$ cat src/rtl/seq_alu.sv
// Registered ALU with saturating add/sub, lane/byte ops and iterative shifts.
// Accepts one operation per cycle when idle; shifts longer than STEP hold in_ready low until done.
module seq_alu #(
  parameter int WIDTH = 16,
  parameter int STEP  = 1
) (
  input  logic             clk,
  input  logic             rst,
  input  logic             in_valid,
  output logic             in_ready,
  input  logic [3:0]       opcode,
  input  logic [WIDTH-1:0] a,
  input  logic [WIDTH-1:0] b,
  input  logic [7:0]       imm,
  output logic             out_valid,
  output logic [WIDTH-1:0] result,
  output logic             flag_z,
  output logic             flag_v,
  output logic             flag_n,
  output logic             err
);

  localparam int SW = $clog2(WIDTH);
  localparam int NBYTE = WIDTH / 8;
  localparam int NLANE = WIDTH / 4;
  localparam logic [SW-1:0] STEP_AMT = SW'(STEP);
  localparam logic [WIDTH-1:0] MAX_POS = {1'b0, {(WIDTH-1){1'b1}}};
  localparam logic [WIDTH-1:0] MIN_NEG = {1'b1, {(WIDTH-1){1'b0}}};

  typedef enum logic {IDLE, SHIFT} state_t;

  state_t           state, state_nxt;
  logic [WIDTH-1:0] work, work_nxt;
  logic [SW-1:0]    rem, rem_nxt, step_amt;
  logic [1:0]       kind, kind_nxt;
  logic [SW-1:0]    shamt;
  logic             done, err_nxt, z_nxt, v_nxt, n_nxt;
  logic [WIDTH-1:0] res_nxt, sh_r, red_sum, lane_sum;
  logic [WIDTH:0]   add_r;
  logic [4:0]       lane_t;

  assign shamt    = b[SW-1:0];
  assign in_ready = (state == IDLE) && !rst;

  // kind: 00 SLL, 01 SRA, 10 ROR (low opcode bits)
  function automatic logic [WIDTH-1:0] shift_by(input logic [1:0] k,
                                                input logic [WIDTH-1:0] v,
                                                input logic [SW-1:0] amt);
    case (k)
      2'b00:   shift_by = v << amt;
      2'b01:   shift_by = $signed(v) >>> amt;
      default: shift_by = (v >> amt) | (v << ((SW+1)'(WIDTH) - {1'b0, amt}));
    endcase
  endfunction

  // Returns {overflow, saturated value}; subtraction is a + ~b + 1.
  function automatic logic [WIDTH:0] sat_add(input logic [WIDTH-1:0] x,
                                             input logic [WIDTH-1:0] y,
                                             input logic sub);
    logic [WIDTH-1:0] yy, s;
    logic ovf;
    yy  = sub ? ~y : y;
    s   = x + yy + WIDTH'(sub);
    ovf = (x[WIDTH-1] == yy[WIDTH-1]) && (s[WIDTH-1] != x[WIDTH-1]);
    if (ovf) s = x[WIDTH-1] ? MIN_NEG : MAX_POS;
    return {ovf, s};
  endfunction

  always_comb begin
    red_sum  = '0;
    lane_sum = '0;
    lane_t   = '0;
    for (int i = 0; i < NBYTE; i++) begin
      red_sum = red_sum + {{(WIDTH-8){a[8*i+7]}}, a[8*i +: 8]}
                        + {{(WIDTH-8){b[8*i+7]}}, b[8*i +: 8]};
    end
    for (int i = 0; i < NLANE; i++) begin
      lane_t = {a[4*i+3], a[4*i +: 4]} + {b[4*i+3], b[4*i +: 4]};
      if (lane_t[4] != lane_t[3]) lane_sum[4*i +: 4] = lane_t[4] ? 4'h8 : 4'h7;
      else                        lane_sum[4*i +: 4] = lane_t[3:0];
    end
  end

  always_comb begin
    state_nxt = state;
    work_nxt  = work;
    rem_nxt   = rem;
    kind_nxt  = kind;
    done      = 1'b0;
    err_nxt   = 1'b0;
    res_nxt   = result;
    z_nxt     = flag_z;
    v_nxt     = flag_v;
    n_nxt     = flag_n;
    add_r     = '0;
    step_amt  = '0;
    sh_r      = '0;
    case (state)
      IDLE: if (in_valid && in_ready) begin
        done = 1'b1;
        case (opcode)
          4'b0000, 4'b0001: begin
            add_r   = sat_add(a, b, opcode[0]);
            res_nxt = add_r[WIDTH-1:0];
            z_nxt   = (add_r[WIDTH-1:0] == '0);
            v_nxt   = add_r[WIDTH];
            n_nxt   = add_r[WIDTH-1];
          end
          4'b0010: begin
            res_nxt = a ^ b;
            z_nxt   = ((a ^ b) == '0);
          end
          4'b0011: res_nxt = red_sum;
          4'b0100, 4'b0101, 4'b0110: begin
            // First step happens on the accept edge so latency is ceil(shamt/STEP).
            step_amt = (shamt > STEP_AMT) ? STEP_AMT : shamt;
            sh_r     = shift_by(opcode[1:0], a, step_amt);
            if (shamt > STEP_AMT) begin
              done      = 1'b0;
              state_nxt = SHIFT;
              work_nxt  = sh_r;
              rem_nxt   = shamt - STEP_AMT;
              kind_nxt  = opcode[1:0];
            end else begin
              res_nxt = sh_r;
              z_nxt   = (sh_r == '0);
            end
          end
          4'b0111: res_nxt = lane_sum;
          4'b1010: res_nxt = {a[WIDTH-1:8], imm};
          4'b1011: res_nxt = {imm, a[WIDTH-9:0]};
          default: begin
            res_nxt = '0;
            err_nxt = 1'b1;
          end
        endcase
      end
      SHIFT: begin
        step_amt = (rem > STEP_AMT) ? STEP_AMT : rem;
        sh_r     = shift_by(kind, work, step_amt);
        work_nxt = sh_r;
        rem_nxt  = rem - step_amt;
        if (rem == step_amt) begin
          done      = 1'b1;
          res_nxt   = sh_r;
          z_nxt     = (sh_r == '0);
          state_nxt = IDLE;
        end
      end
      default: state_nxt = IDLE;
    endcase
  end

  always_ff @(posedge clk or posedge rst) begin
    if (rst) state <= IDLE;
    else     state <= state_nxt;
  end

  always_ff @(posedge clk or posedge rst) begin
    if (rst) begin
      work      <= '0;
      rem       <= '0;
      kind      <= '0;
      out_valid <= 1'b0;
      err       <= 1'b0;
      result    <= '0;
      flag_z    <= 1'b0;
      flag_v    <= 1'b0;
      flag_n    <= 1'b0;
    end else begin
      work      <= work_nxt;
      rem       <= rem_nxt;
      kind      <= kind_nxt;
      out_valid <= done;
      err       <= err_nxt;
      result    <= res_nxt;
      flag_z    <= z_nxt;
      flag_v    <= v_nxt;
      flag_n    <= n_nxt;
    end
  end

endmodule

$ cat config.mk
export PLATFORM = sky130hd
export DESIGN_NAME = seq_alu
export DESIGN_NICKNAME = d
export VERILOG_FILES = /design/src/rtl/seq_alu.sv
export SDC_FILE = /design/constraint.sdc
export NUM_CORES = 1
export LEC_CHECK = 0
export CORE_ASPECT_RATIO = 1.5
export CORE_MARGIN = 2
export CORE_UTILIZATION = 60
export DETAILED_ROUTE_END_ITERATION = 8
export DONT_BUFFER_PORTS = 1
export GPL_TIMING_DRIVEN = 0
export PLACE_DENSITY = 0.81
export SETUP_SLACK_MARGIN = 0.1
export SYNTH_ARGS = -nofsm -noshare
export SYNTH_HDL_FRONTEND = slang
export SYNTH_SLANG_ARGS = --single-unit
$ cat constraint.sdc
create_clock -name clk -period 2.8 [get_ports clk]
set_input_delay 0.28 -clock clk [delete_from_list [all_inputs] [get_ports clk]]
set_output_delay 0.28 -clock clk [all_outputs]
set_load 0.02 [all_outputs]
==> metrics.md <==
| Metric | Value |
|---|---|
| Status | complete, but fails checks |
| Failing checks | negative setup slack |
| Largest stage delay on the critical path | 0.53 ns |
| Final max-slew violation count | 0 |
| Critical Path End Type | flop |
| Wl on met1 | 9.88 mm |
| First-pass DRT Iterations | 9 |
| Seq. cell area | 1100 µm² |
| Post-synth top area cell | dfrtp_1 |
| Delay-heaviest family, CP | compound AO/OA/AOI/OAI gates |
| Critical path type | in -> reg |
| Layout area overhead | 21.7% |
| Most frequent cells in the layout | nand2_1, nor2_1, a21oi_1 |
| Commonest non-fill, non-tap cell in the layout | nand2_1 |
| Synth top area share | 0.154 |
| Yosys cell types | 77 |
| Critical path required time | around 3.0 ns |
| Main area contributors after synthesis | dfrtp_1, ha_1, nand2_1, fa_1, a21oi_1 |
| Antenna violations before repair | 3 |
| Die height | between 100 and 150 µm |
| H-tree levels | 2 |
| Initial Util | 0.618 |
| Met3 wire length | 4.24 mm |
| Max stage delay cell, worst path | fa_1 |
| Largest net degree at the start of global routing | 45 |
| Highest Signal Layer | met5 |
| RSZ-0062 raised after global routing | yes |
| MaxCap Viol Count | 0 |
| EDFF count, synth | 0 |
| Pwr dens | a little under 700 nW/µm² |
| Total congestion overflow | 0 |
| GR Util All Layers | 0.491 |
| Worst VDD drop | 347 µV |
| Pre-CTS setup slack | -1.18 ns |
| Fin crit share | 1.22 |
| Crit-path cells | clkbuf_8 -> inv_2 -> fa_1 -> fa_1 -> inv_1 -> ha_4 -> a211oi_4 -> nor2_2 -> o41ai_2 -> o211ai_1 -> a21boi_2 -> a21o_1 -> o41ai_2 -> a31oi_1 |
| Worst path bufs/invs | 3 |
| Final HPWL DP | 22.7 mm |
| Hold buffer count at cts | 0 |
| Total CTS buffers | 5 |
| Leakage | around 3.7 nW |
| Final setup viols | 19 |
| Final ANT Viol Nets | 0 |
| Core area | 11600 µm² |
| Fillers | 885 |
| Synth Cell Area | 7160 µm² |
| Share of cells above drive strength 1 | 0.202 |
| CTS tree | built |
| Hold Slack | slightly above 0.06 ns |
| Wire length per cell | 26.3 µm |
| Root Driver | clkbuf_16 |
| # rows | 48 |
| Skew-Pair Late Insertion Delay | 0.30 ns |
| Gp weighted congestion | 1.05 |
| Drt first-iter violations | 1181 |
| Fraction of registers with async set/reset | 1.00 |
| CP Max Fanout | 9 |
| Routed wire length | between 30 and 40 mm |
| Met2 Wirelength | 13.8 mm |
| Setup Skew | 0.00449 ns |
| Mean Syn Cell Area | 7.36 µm² |
| Clock sink total | between 40 and 50 |
| Multi-input logic area | 6140 µm² |
| Slew @ Worst Pin | 1.18 ns |
| Mapped Nets | 1093 |
| Main synth FF type | dfrtp_1 |
| First-pass GRT wire length | 47.2 mm |
| Min Clock Period, post-route | 3.41 ns |
| Via density | 7.25 |
| Worst Hold Class | in -> async |
| DIE WIDTH | 93.2 µm |
| Hold Vio Cnt, Final | 0 |
| Final WS setup | -0.608 ns |
| Vias in the first global route | 8173 |
| Die outline area | 12800 µm² |
| Yosys warnings | 0 |
| Cells after Synth | between 900 and 1000 |
| Relative slew slack | 0.204 |
| Critical path data arrival time | about 3.6 ns |
| Vias | 8575 |
| PortBufs | 0 |
| Sequential-to-total area share from yosys stat | 0.154 |
| Remaining DRCs | 0 |
| Final nets | about 1200 |
| Post-synthesis register bit count | between 40 and 50 |
| Crit start category | input pin |
| Max Fclk | 293 MHz |
| IO Pins | 69 |
| Max clock buf depth | 2 |
| Clk slew on worst S/H paths | 0.07 ns |
-- cell usage after synthesis (5+ instances only) --
cell type,number
and3_1,6
a21oi_1,77
a211oi_1,19
nand4_1,10
a22oi_1,15
mux2i_1,21
nor3_1,17
nand2b_1,8
a221o_1,13
nand2_1,141
mux4_2,7
o221ai_1,6
xor2_1,25
dfrtp_1,44
a221oi_1,7
nor2_1,82
and2_1,8
a222oi_1,8
fa_1,22
o21ai_0,64
nor2b_1,9
a22o_1,5
o31ai_1,5
nor3b_1,9
buf_2,5
nand3_1,20
mux2_2,5
a2111oi_0,6
inv_1,58
o41ai_1,5
xnor2_1,20
o21ai_1,5
o211ai_1,13
a21o_1,9
a31oi_1,21
nor4_1,9
clkbuf_1,48
ha_1,51
-- layout make-up --
cell class                 instances  share of cell area
buffer                            57              0.0543
inverter                          64              0.0324
multi-input combinational        808               0.704
sequential                        44               0.126
clock buffer                       5              0.0144
tap                              150              0.0215
timing repair buffer              50              0.0436
clock inverter                     3             0.00273
antenna                            2            0.000574
-- worst register-to-register path, cell delays in order (launching register included) --
cell	delay, ns
dfrtp_1	0.38
or4_4	0.55
buf_8	0.15
inv_4	0.05
buf_8	0.09
ha_4	0.21
mux2i_1	0.22
nor2_1	0.07
nor3_1	0.26
a31oi_2	0.14
nand2_2	0.18
nand4_1	0.15
a2111oi_1	0.46
a311oi_1	0.10
-- stage by stage --
stage	utilization	instances	power, mW	cell area, µm²	setup TNS, ns
floorplan	-	973	3.67	7450	-3.84
global placement	0.659	1123	4.46	7630	-16.29
detailed placement	0.659	1123	4.53	7630	-16.93
CTS	0.731	1167	5.60	8480	-3.66
global route	0.751	1181	6.34	8710	-7.08
finish	0.752	1183	6.01	8710	-5.46
-- worst paths after layout --
kind / cells after the start / from / to / slack (ns)
setup / recovery: 14 / a[3] / result[14] / -0.61
hold / removal: 1 / rst / kind[1] / 0.06
setup reg to reg: 13 / rem[3] / result[10] / -0.35
hold reg to reg: 2 / work[14] / work[14] / 0.60
max in group asynchronous: 1 / rst / result[5] / 2.15
min in group clk: 2 / in_valid / err / 0.27
-- report_power, final --
group | leakage, nW | internal (mW) | total [mW] | switching (mW)
combinational | 3.03 | 1.69 | 4.02 | 2.33
clock | 0.0660 | 0.332 | 0.607 | 0.275
sequential | 0.560 | 0.904 | 1.38 | 0.474
-- cell families (layout without fill, tap and decap cells) --
family / after synthesis / count (layout) / share of synthesized area
simple gates: 338 / 338 / 0.217
compound gates: 316 / 316 / 0.296
fa+ha+maj: 74 / 74 / 0.152
mux: 34 / 34 / 0.0608
flops: 44 / 44 / 0.154
other cells: 1 / 3 / 0.000524
xor+xnor: 45 / 45 / 0.0551
buf+inv: 121 / 179 / 0.0647
-- sequential cells by signal, summed over array words and instances (netlist names) --
signal     count
work          16
out_valid      1
err            1
kind           2
rem            4
result        16
flag_n         1
state          1
flag_v         1
flag_z         1
-- layer usage --
layer | vias to the layer above | GRT usage
li1 | 3691 | -
met1 | 3923 | 0.529
met2 | 721 | 0.776
met3 | 238 | 0.195
met4 | 2 | 0.359
met5 | - | 0
-- timing repair --
item,CTS,global route
endpoints found under the setup margin,29,37
buffers inserted,36,14
pin swaps,53,33
resized for setup,92,38
(Power assumes the default switching activity.)
==> edit, RTL diff (config.mk and constraints unchanged) <==
The parameter `WIDTH` goes from 16 to 32.
--- a/src/rtl/seq_alu.sv
+++ b/src/rtl/seq_alu.sv
@@ -1,7 +1,7 @@
 // Registered ALU with saturating add/sub, lane/byte ops and iterative shifts.
 // Accepts one operation per cycle when idle; shifts longer than STEP hold in_ready low until done.
 module seq_alu #(
-  parameter int WIDTH = 16,
+  parameter int WIDTH = 32,
   parameter int STEP  = 1
 ) (
   input  logic             clk,
Ports: changed (resized a, b and result); port bits go from 69 to 117. No check against the original RTL was run, so the function may have changed too.
==> edit against the unedited design <==
The run now fails in 5_1_grt; synthesized area grew 97%; synthesized cell count is 88% higher.
==> edit: results (changes against the unedited design) <==
status: "stopped before the end"  # was finished with violations
lastStage: "5_1_grt"
error: "[ERROR GRT-0116] Global routing finished with congestion. Check the congestion regions in the DRC Viewer."
synth-seq-cells: 77  # was 44
groute.usage.overall: 0.656
synth_cell_type_count: 84  # was 77
dpl.hpwl_um: 56400  # was 22,700 um
root_buffer: "clkbuf_16"  # unchanged
synth-main-ff-cell: "dfrtp_1"  # unchanged
port_buffers: 0  # unchanged
seq_area_frac_synth: 0.136  # was 0.154
cts_max_path_buffers: 2  # unchanged
grt_max_degree: 43
grt_pass1_wl_um: 120000
cts_max_level: 3  # was 2
dpl_cell_area_mm2: 0.0151  # was 0.00763 mm^2
synth_fp_nets: 2061  # was 1,093
synth_area_leaders: "dfrtp_1, fa_1, ha_1"  # was dfrtp_1, ha_1, nand2_1
die_w_um: 129  # was 93.2 um
grt_pass1_vias: 18000
synth_commonest_cells: "nand2_1, inv_1, nor2_1"  # was nand2_1, nor2_1, a21oi_1
overflow: 7
async_flop_share: 1.00  # unchanged
yosysWarnings: 0  # unchanged
finalWeightedCongestion: 1.16  # was 1.05
dp_slack_ns: -2.84  # was -1.18 ns
cts_made_buffers: 9  # was 5
edit: changes by cell type after synthesis, moves of 39 or more:
cell	delta
fa_1	+39
nor2_1	+62
mux2i_1	+42
clkbuf_1	+62
inv_1	+92
o211ai_1	+51
a21oi_1	+55
o21ai_0	+62
ha_1	+43
edit: what timing repair did:
action | CTS
hold endpoints to repair | 35
setup buffers | 68
gates cloned | 3
resized for setup | 262
hold buffers | 1
pin swaps | 86
endpoints found under the setup margin | 67
edit: through the flow:
| step | instances | setup TNS, ns | hold WS, ns |
|---|---|---|---|
| floorplan | 1827 | -47.60 | 0.462 |
| global placement | 2142 | -114.21 | 0.535 |
| detailed placement | 2144 | -98.93 | 0.201 |
| CTS | 2230 | -52.94 | 0.219 |
edit: cell families after synthesis:
group / count (synthesis) / share of synthesized area
AO/OA/AOI/OAI: 581 / 0.273
AND/OR/NAND/NOR: 538 / 0.179
other: 1 / 0.000266
adder cells (fa/ha/maj): 156 / 0.170
flip-flops: 77 / 0.136
multiplexers: 113 / 0.116
XOR/XNOR: 70 / 0.0434
buffers and inverters: 291 / 0.0814
edit: metal layers:
metal | overflow | GRT usage
met5 | 0 | 0.0945
met4 | 0 | 0.675
met3 | 0 | 0.433
met2 | 7 | 0.869
met1 | 0 | 0.652
